$ cat src/rtl/dice_roll_monitor.sv
// Dice roll statistics: per-face counters, total, last face, sticky error.
// Optional run-length tracking is enabled by defining DICE_STREAK_DETECT_EN.
module dice_roll_monitor #(
  parameter int CNT_W      = 8,
  parameter int TOT_W      = 16,
  parameter int STREAK_TGT = 3
) (
  input  logic             clk,
  input  logic             reset,
  input  logic             roll_valid,
  input  logic [2:0]       dice_in,
  input  logic             clear,
  input  logic [2:0]       rd_face,
  output logic [CNT_W-1:0] rd_count,
  output logic [TOT_W-1:0] total,
  output logic [2:0]       last_face,
  output logic             err,
  output logic [2:0]       streak,
  output logic             streak_hit
);

  if (CNT_W < 4 || CNT_W > 16) begin : g_bad_cnt_w
    $error("CNT_W out of range");
  end
  if (STREAK_TGT < 2 || STREAK_TGT > 7) begin : g_bad_tgt
    $error("STREAK_TGT out of range");
  end

  logic             rv_q;
  logic [CNT_W-1:0] cnt_q [6];
  logic [CNT_W-1:0] cnt_d [6];
  logic [TOT_W-1:0] tot_q, tot_d;
  logic [2:0]       lf_q, lf_d;
  logic             err_q, err_d;
  logic [CNT_W-1:0] rd_q, rd_d;
  logic             evt;
  logic             legal;
  logic             acc;

  assign evt   = roll_valid & ~rv_q;
  assign legal = (dice_in != 3'd0) && (dice_in != 3'd7);
  assign acc   = evt & legal & ~clear;

  always_comb begin
    cnt_d = cnt_q;
    tot_d = tot_q;
    lf_d  = lf_q;
    err_d = err_q;
    rd_d  = '0;
    // Readback uses the pre-update counters.
    for (int i = 0; i < 6; i++) begin
      if (rd_face == 3'(i + 1)) rd_d = cnt_q[i];
    end
    if (clear) begin
      for (int i = 0; i < 6; i++) cnt_d[i] = '0;
      tot_d = '0;
      lf_d  = '0;
      err_d = 1'b0;
      rd_d  = '0;
    end else if (evt) begin
      if (legal) begin
        for (int i = 0; i < 6; i++) begin
          if (dice_in == 3'(i + 1) && cnt_q[i] != '1)
            cnt_d[i] = cnt_q[i] + CNT_W'(1);
        end
        if (tot_q != '1) tot_d = tot_q + TOT_W'(1);
        lf_d = dice_in;
      end else begin
        err_d = 1'b1;
      end
    end
  end

  always_ff @(posedge clk or negedge reset) begin
    if (!reset) begin
      rv_q  <= 1'b0;
      cnt_q <= '{default: '0};
      tot_q <= '0;
      lf_q  <= '0;
      err_q <= 1'b0;
      rd_q  <= '0;
    end else begin
      rv_q  <= roll_valid;
      cnt_q <= cnt_d;
      tot_q <= tot_d;
      lf_q  <= lf_d;
      err_q <= err_d;
      rd_q  <= rd_d;
    end
  end

  assign rd_count  = rd_q;
  assign total     = tot_q;
  assign last_face = lf_q;
  assign err       = err_q;

`ifdef DICE_STREAK_DETECT_EN
  logic [2:0] stk_q, stk_d;
  logic       hit_q, hit_d;

  always_comb begin
    stk_d = stk_q;
    hit_d = 1'b0;
    if (clear) begin
      stk_d = '0;
    end else if (acc) begin
      if (dice_in == lf_q)
        stk_d = (stk_q == 3'd7) ? 3'd7 : stk_q + 3'd1;
      else
        stk_d = 3'd1;
      hit_d = (stk_d == 3'(STREAK_TGT)) &&
              (stk_q != 3'(STREAK_TGT));
    end
  end

  always_ff @(posedge clk or negedge reset) begin
    if (!reset) begin
      stk_q <= '0;
      hit_q <= 1'b0;
    end else begin
      stk_q <= stk_d;
      hit_q <= hit_d;
    end
  end

  assign streak     = stk_q;
  assign streak_hit = hit_q;
`else
  assign streak     = 3'd0;
  assign streak_hit = 1'b0;
`endif

endmodule

$ cat config.mk
export PLATFORM = sky130hd
export DESIGN_NAME = dice_roll_monitor
export DESIGN_NICKNAME = d
export VERILOG_FILES = /design/src/rtl/dice_roll_monitor.sv
export SDC_FILE = /design/constraint.sdc
export NUM_CORES = 1
export LEC_CHECK = 0
export CORE_MARGIN = 2
export CORE_UTILIZATION = 50
export DETAILED_ROUTE_END_ITERATION = 8
export GPL_ROUTABILITY_DRIVEN = 0
export PLACE_DENSITY_LB_ADDON = 0.12
export SYNTH_ARGS = -nofsm -noshare
export SYNTH_HDL_FRONTEND = slang
export SYNTH_SLANG_ARGS = --single-unit
$ cat constraint.sdc
create_clock -name clk -period 2.39 [get_ports clk]
set_clock_uncertainty 0.2 [all_clocks]
set_input_delay 0.478 -clock clk [delete_from_list [all_inputs] [get_ports clk]]
set_output_delay 0.478 -clock clk [all_outputs]
set_load 0.005 [all_outputs]
# Word level (Yosys, flattened, before mapping)
# Index checks and enable logic that the tools add are counted.
# op_classes
n_bitwise	2
n_addsub	7
muxes	26
n_reduce_logical	26
eq_ne	21
# op_table
operator	n
two-way mux 48 bit	3
two-way mux 8 bit	13
two-way mux 16 bit	4
adder 8 x 1 -> 8 bit (second input constant)	6
!= test 8 bit (second input constant)	6
AND reduction 3 bit	7
equality test 3 bit (second input constant)	6
nonzero test 2 bit	9
adder 16 x 1 -> 16 bit (second input constant)	1
!= test 16 bit (second input constant)	1
equality test 3 x 2 -> 1 bit (second input constant)	4
two-way mux 3 bit	3
logical AND 1 bit	7
equality test 3 x 1 -> 1 bit (second input constant)	2
AND reduction 2 bit	2
two-way mux 1 bit	3
!= test 3 bit (second input constant)	1
nonzero test 3 bit	1
!= test 2 bit (second input constant)	1
AND 1 bit	1
inverter 1 bit	1
# totals
word_cells	93
ff_bits	77

# Logic depth before layout (Yosys ltp)
# depth
depth_word	8
mapped_depth	7
depth_no_buf	6

# Worst setup path before layout
# Ideal clock, no wire load.
# synth_timing
kind	flip-flop to flip-flop
start	register tot_q[0], in the netlist total[0]
end	register tot_q[4], in the netlist total[4]
required_time_ns	2.065
slack_ns	0.302
n_path_buf	1
arrival_time_ns	1.763
path_stages_with_launch	8
cell_sequence	dfrtp_1 -> ha_1 -> and2_1 -> and2_0 -> buf_2 -> a211oi_2 -> and3_1 -> mux2_4
# synth_between
elab_chain_cells	5
# synth_lines
element	line	source
start, declared	32	logic [TOT_W-1:0] tot_q, tot_d;
start signal, assigned	85	tot_q <= tot_d;
adder 16 x 1 -> 16 bit	66	if (tot_q != '1) tot_d = tot_q + TOT_W'(1);
two-way mux 16 bit	66	
two-way mux 16 bit	61	if (legal) begin
two-way mux 16 bit	60	end else if (evt) begin
two-way mux 16 bit	54	if (clear) begin
# Parallel ways exist; a longest one is shown, timed or not. The select of a mux whose other input is x is not followed.
# A chain may end at the register's enable or synchronous reset.

# Worst setup path after layout
# layout_timing
start	input port roll_valid
end	register cnt_q[39] in the netlist's numbering
# layout_between
elab_chain_cells	3
# layout_lines
element	line	source
start, declared	10	input logic roll_valid,
AND 1 bit	40	assign evt = roll_valid & ~rv_q;
nonzero test 2 bit (no line)	-	
AND reduction 3 bit (no line)	-	
end signal, assigned	84	cnt_q <= cnt_d;
end, declared	30	logic [CNT_W-1:0] cnt_q [6];
# No other way between the ends.

==> out/summary.log <==
INFO  run_status     outcome=complete, no violations
INFO  sta            rsz0062_at_grt=no
INFO  yosys          synth_edf_count=0
INFO  yosys          synth_compound_area_frac=0.1317
INFO  worst_setup_path crit_path_cell_trace=clkdlybuf4s50_1 > nor2b_1 > buf_4 > o211ai_1 > buf_4 > nor4_1 > xnor2_1 > nor2_1
INFO  worst_setup_path sum_of_buffers_and_inverters_on_the_critical_path=3
INFO  layout         mostFrequentLayoutCell=sky130_fd_sc_hd__dfrtp_1
INFO  layout         final_design_area_no_fill=5294µm²
INFO  yosys          synthesis.yosys.warnings=0
INFO  sta            period_needed=2.219ns
INFO  yosys          synth_top_flop_cell=sky130_fd_sc_hd__dfrtp_1
INFO  hold_path      holdCritPathClass=flip-flop to flip-flop
INFO  cts            tritoncts=yes
INFO  layout         antenna-diode-count=0
INFO  cts            clkTransAtPathRegs=0.08ns
INFO  worst_setup_path timing.critical_path.depth=8
INFO  place          io_buffers=37
INFO  yosys          syn-instance-count=462
INFO  yosys          synthMuxAreaShare=0.05704
INFO  worst_setup_path worst_ep_arrival_time=2.27ns
INFO  yosys          netlist.area_leader.share=0.4437
INFO  cts            clockRootBuffer=sky130_fd_sc_hd__clkbuf_8
INFO  hold_path      min-delay-start=err
INFO  yosys          synth_top_family_by_area=simple AND/OR/NAND/NOR gates
INFO  place          placed_cells=624
INFO  worst_setup_path cp_slowest_stage_delay=0.54ns
INFO  pwr            power_density=502.2nW/µm²
INFO  floorplanning  die_width=97.20µm
INFO  place          dpl_cell_area=5072µm²
INFO  worst_setup_path cpMaxStageDelayCell=sky130_fd_sc_hd__clkdlybuf4s50_1
INFO  sta            final_worst_hold_slack=0.3200ns
INFO  worst_setup_path worst_path_dominant_cell_family=buffers and inverters
INFO  worst_setup_path startpoint_type=input port
INFO  cts            cts_buffer_depth=2
INFO  layout         area_growth=21.90%
INFO  yosys          ys_seq_elements=77
INFO  worst_setup_path crit_path_frequent_cell=sky130_fd_sc_hd__buf_4
INFO  yosys          synth_cell_type_count=55
INFO  routing        final_antenna_net_count=0
INFO  routing        vias_per_cell=5.682
INFO  sta            final-max-slew-violation-count=0
INFO  place          dp_hpwl=7326µm
INFO  worst_setup_path timing.critical_path.from=roll_valid
INFO  yosys          synthSimpleGateAreaFrac=0.2322
INFO  worst_setup_path worst_ep_required_time=2.44ns
INFO  yosys          synth_fa_ha_area_frac=0.02017
INFO  cts            clock_tree.htree_level_count=3
INFO  worst_setup_path rr_worst_depth=6
INFO  floorplanning  fp-row-count=33
INFO  grt            gr-usage-all-layers=0.2248
INFO  yosys          synth_xor_xnor_area_share=0.08067
INFO  floorplanning  io_pins=42
INFO  routing        total_wire_length_after_detailed_routing=10,010µm
INFO  routing        dr_total_vias=3,642
INFO  worst_setup_path r2r-start=total[0]
INFO  routing        drc_errors=0
INFO  floorplanning  floorplan.initialDensity=0.5233
INFO  cts            number_of_buffers_added_by_the_clock_tree_synthesis_step=9
INFO  cts            postCtsSetupBuffers=0
INFO  sta            setup_viol=0
INFO  layout         instances_no_fill=641
INFO  yosys          syn-mean-instance-area=9.400µm²
INFO  grt            grt_pass1_vias=3,611
INFO  sta            layout_worst_path_cycle_share=0.9285
INFO  sta            hold_viol=0
INFO  yosys          async_flop_share=1.000
INFO  sta            clock.fmax=0.4506GHz
INFO  worst_setup_path timing.setup.critical_path_class=input port to flip-flop
INFO  grt            grt-ovfl-total=0
INFO  hold_path      min_path_cells=2
INFO  routing        detail_route.first_pass.iterations=4
INFO  routing        wire_per_inst=15.62µm
INFO  layout         finish.net_count=548
INFO  grt            grt_pass1_wl=17,300µm
INFO  sta            setup_total_negative_slack=0ns
INFO  floorplanning  core-area=8299µm²
INFO  grt            grt_antenna_before_repair=0
INFO  layout         layout_common_cells=sky130_fd_sc_hd__dfrtp_1, sky130_fd_sc_hd__nor2_1, sky130_fd_sc_hd__buf_4
INFO  job            drv.max_cap_violation_count=0
INFO  floorplanning  design.die.area=9447µm²
INFO  routing        drt_iter0_drc=164
INFO  layout         post-route-util=0.6379
INFO  layout         final_layout_size_suffix_gt1_frac=0.1586
INFO  worst_setup_path worst-path-max-fanout=8
INFO  cts            worstSkewPairLatency=0.35ns
INFO  floorplanning  vert_die_dim=97.20µm
INFO  worst_setup_path timing.critical_path.to_type=flip-flop
INFO  yosys          synth_top_area_cells=sky130_fd_sc_hd__dfrtp_1, sky130_fd_sc_hd__xnor2_1, sky130_fd_sc_hd__nor2_1, sky130_fd_sc_hd__a21oi_1, sky130_fd_sc_hd__mux2i_1
INFO  grt            grt_max_degree=44
INFO  pwr            max-vdd-ir-drop=296.1µV
INFO  yosys          synth_top_cell_by_area=sky130_fd_sc_hd__dfrtp_1
INFO  cts            tritoncts_num_sinks=77
INFO  yosys          mappedNetlistArea=4343µm²
INFO  yosys          synth-seq-area-share=0.4437
INFO  pwr            leakage=2.189nW
==> power breakdown <==
group	internal [mW]	switching, mW	leakage [nW]
Clock	0.568	0.482	0.106
Sequential	1.32	0.0210	1.06
Combinational	0.120	0.145	1.02
==> through the flow <==
stage | worst slack (ns) | total power, mW
after floorplan | 0.3018 | 1.487
after global placement | -0.1131 | 1.628
final | 0.1708 | 2.658
after CTS | 0.1933 | 2.685
after global routing | 0.03622 | 2.775
after detailed placement | -0.1810 | 1.634
==> per-layer routing <==
layer  vias up  GRT usage  routed length [µm]
met5         -          0                   0
met4         0    0.05959                  70
met3         6    0.04892                 418
met2        81     0.3590                4673
met1      1771     0.3123                4849
li1       1784          -                   -
==> synth_stat cells, types with 4 or more instances <==
cell type / instances
sky130_fd_sc_hd__a211oi_1: 13
sky130_fd_sc_hd__a21oi_1: 25
sky130_fd_sc_hd__a221oi_1: 8
sky130_fd_sc_hd__and3_1: 5
sky130_fd_sc_hd__buf_2: 9
sky130_fd_sc_hd__buf_4: 4
sky130_fd_sc_hd__clkbuf_1: 10
sky130_fd_sc_hd__dfrtp_1: 77
sky130_fd_sc_hd__ha_1: 7
sky130_fd_sc_hd__inv_1: 6
sky130_fd_sc_hd__mux2_2: 10
sky130_fd_sc_hd__mux2i_1: 12
sky130_fd_sc_hd__nand2_1: 32
sky130_fd_sc_hd__nand3_1: 22
sky130_fd_sc_hd__nand4_1: 11
sky130_fd_sc_hd__nor2_1: 73
sky130_fd_sc_hd__nor2b_1: 8
sky130_fd_sc_hd__nor3_1: 11
sky130_fd_sc_hd__nor4_1: 8
sky130_fd_sc_hd__nor4b_1: 4
sky130_fd_sc_hd__o211ai_1: 4
sky130_fd_sc_hd__o21ai_0: 14
sky130_fd_sc_hd__or3_1: 6
sky130_fd_sc_hd__xnor2_1: 33
sky130_fd_sc_hd__xor2_1: 7
==> layout make-up <==
cell class,count,area [µm²]
Fill cell,686,3005
Inverter,6,22.52
Multi-Input combinational cell,356,2281
Clock inverter,3,42.54
Tap cell,105,131.4
Clock buffer,13,168.9
Sequential cell,77,1927
Timing Repair Buffer,81,720.7
==> worst min-delay path: stages (launching register included) <==
cell and delay [ns]:
sky130_fd_sc_hd__dfrtp_1 0.35, sky130_fd_sc_hd__nor2_1 0.05, sky130_fd_sc_hd__nor2_1 0.08
==> logic make-up after synthesis <==
logic type	after synthesis
DFF	77
and+or+nand+nor	199
xor gates and xnor gates	40
adders and majority gates	7
buffers and inverters	32
other	1
AOI/OAI and AO/OA	83
muxes	23
==> sequential cells by signal, summed over array words and instances, names as in the netlist <==
name and cells:
cnt_q 48, last_face 3, rv_q 1, rd_count 8, total 16, err 1
==> what timing repair did <==
action | CTS | global route
gates resized for setup | 0 | 0
hold buffers | 1 | 0
hold endpoints to repair | 34 | 0
==> final timing paths <==
kind / endpoint / slack, ns
min reg2reg: err / 0.32
max in group asynchronous: cnt_q[14] / 0.99
max: cnt_q[39] / 0.17
max reg2reg: total[4] / 0.22
min: err / 0.32
min in group asynchronous: total[9] / 0.42
Note: power is estimated with default switching activity, not from simulation.
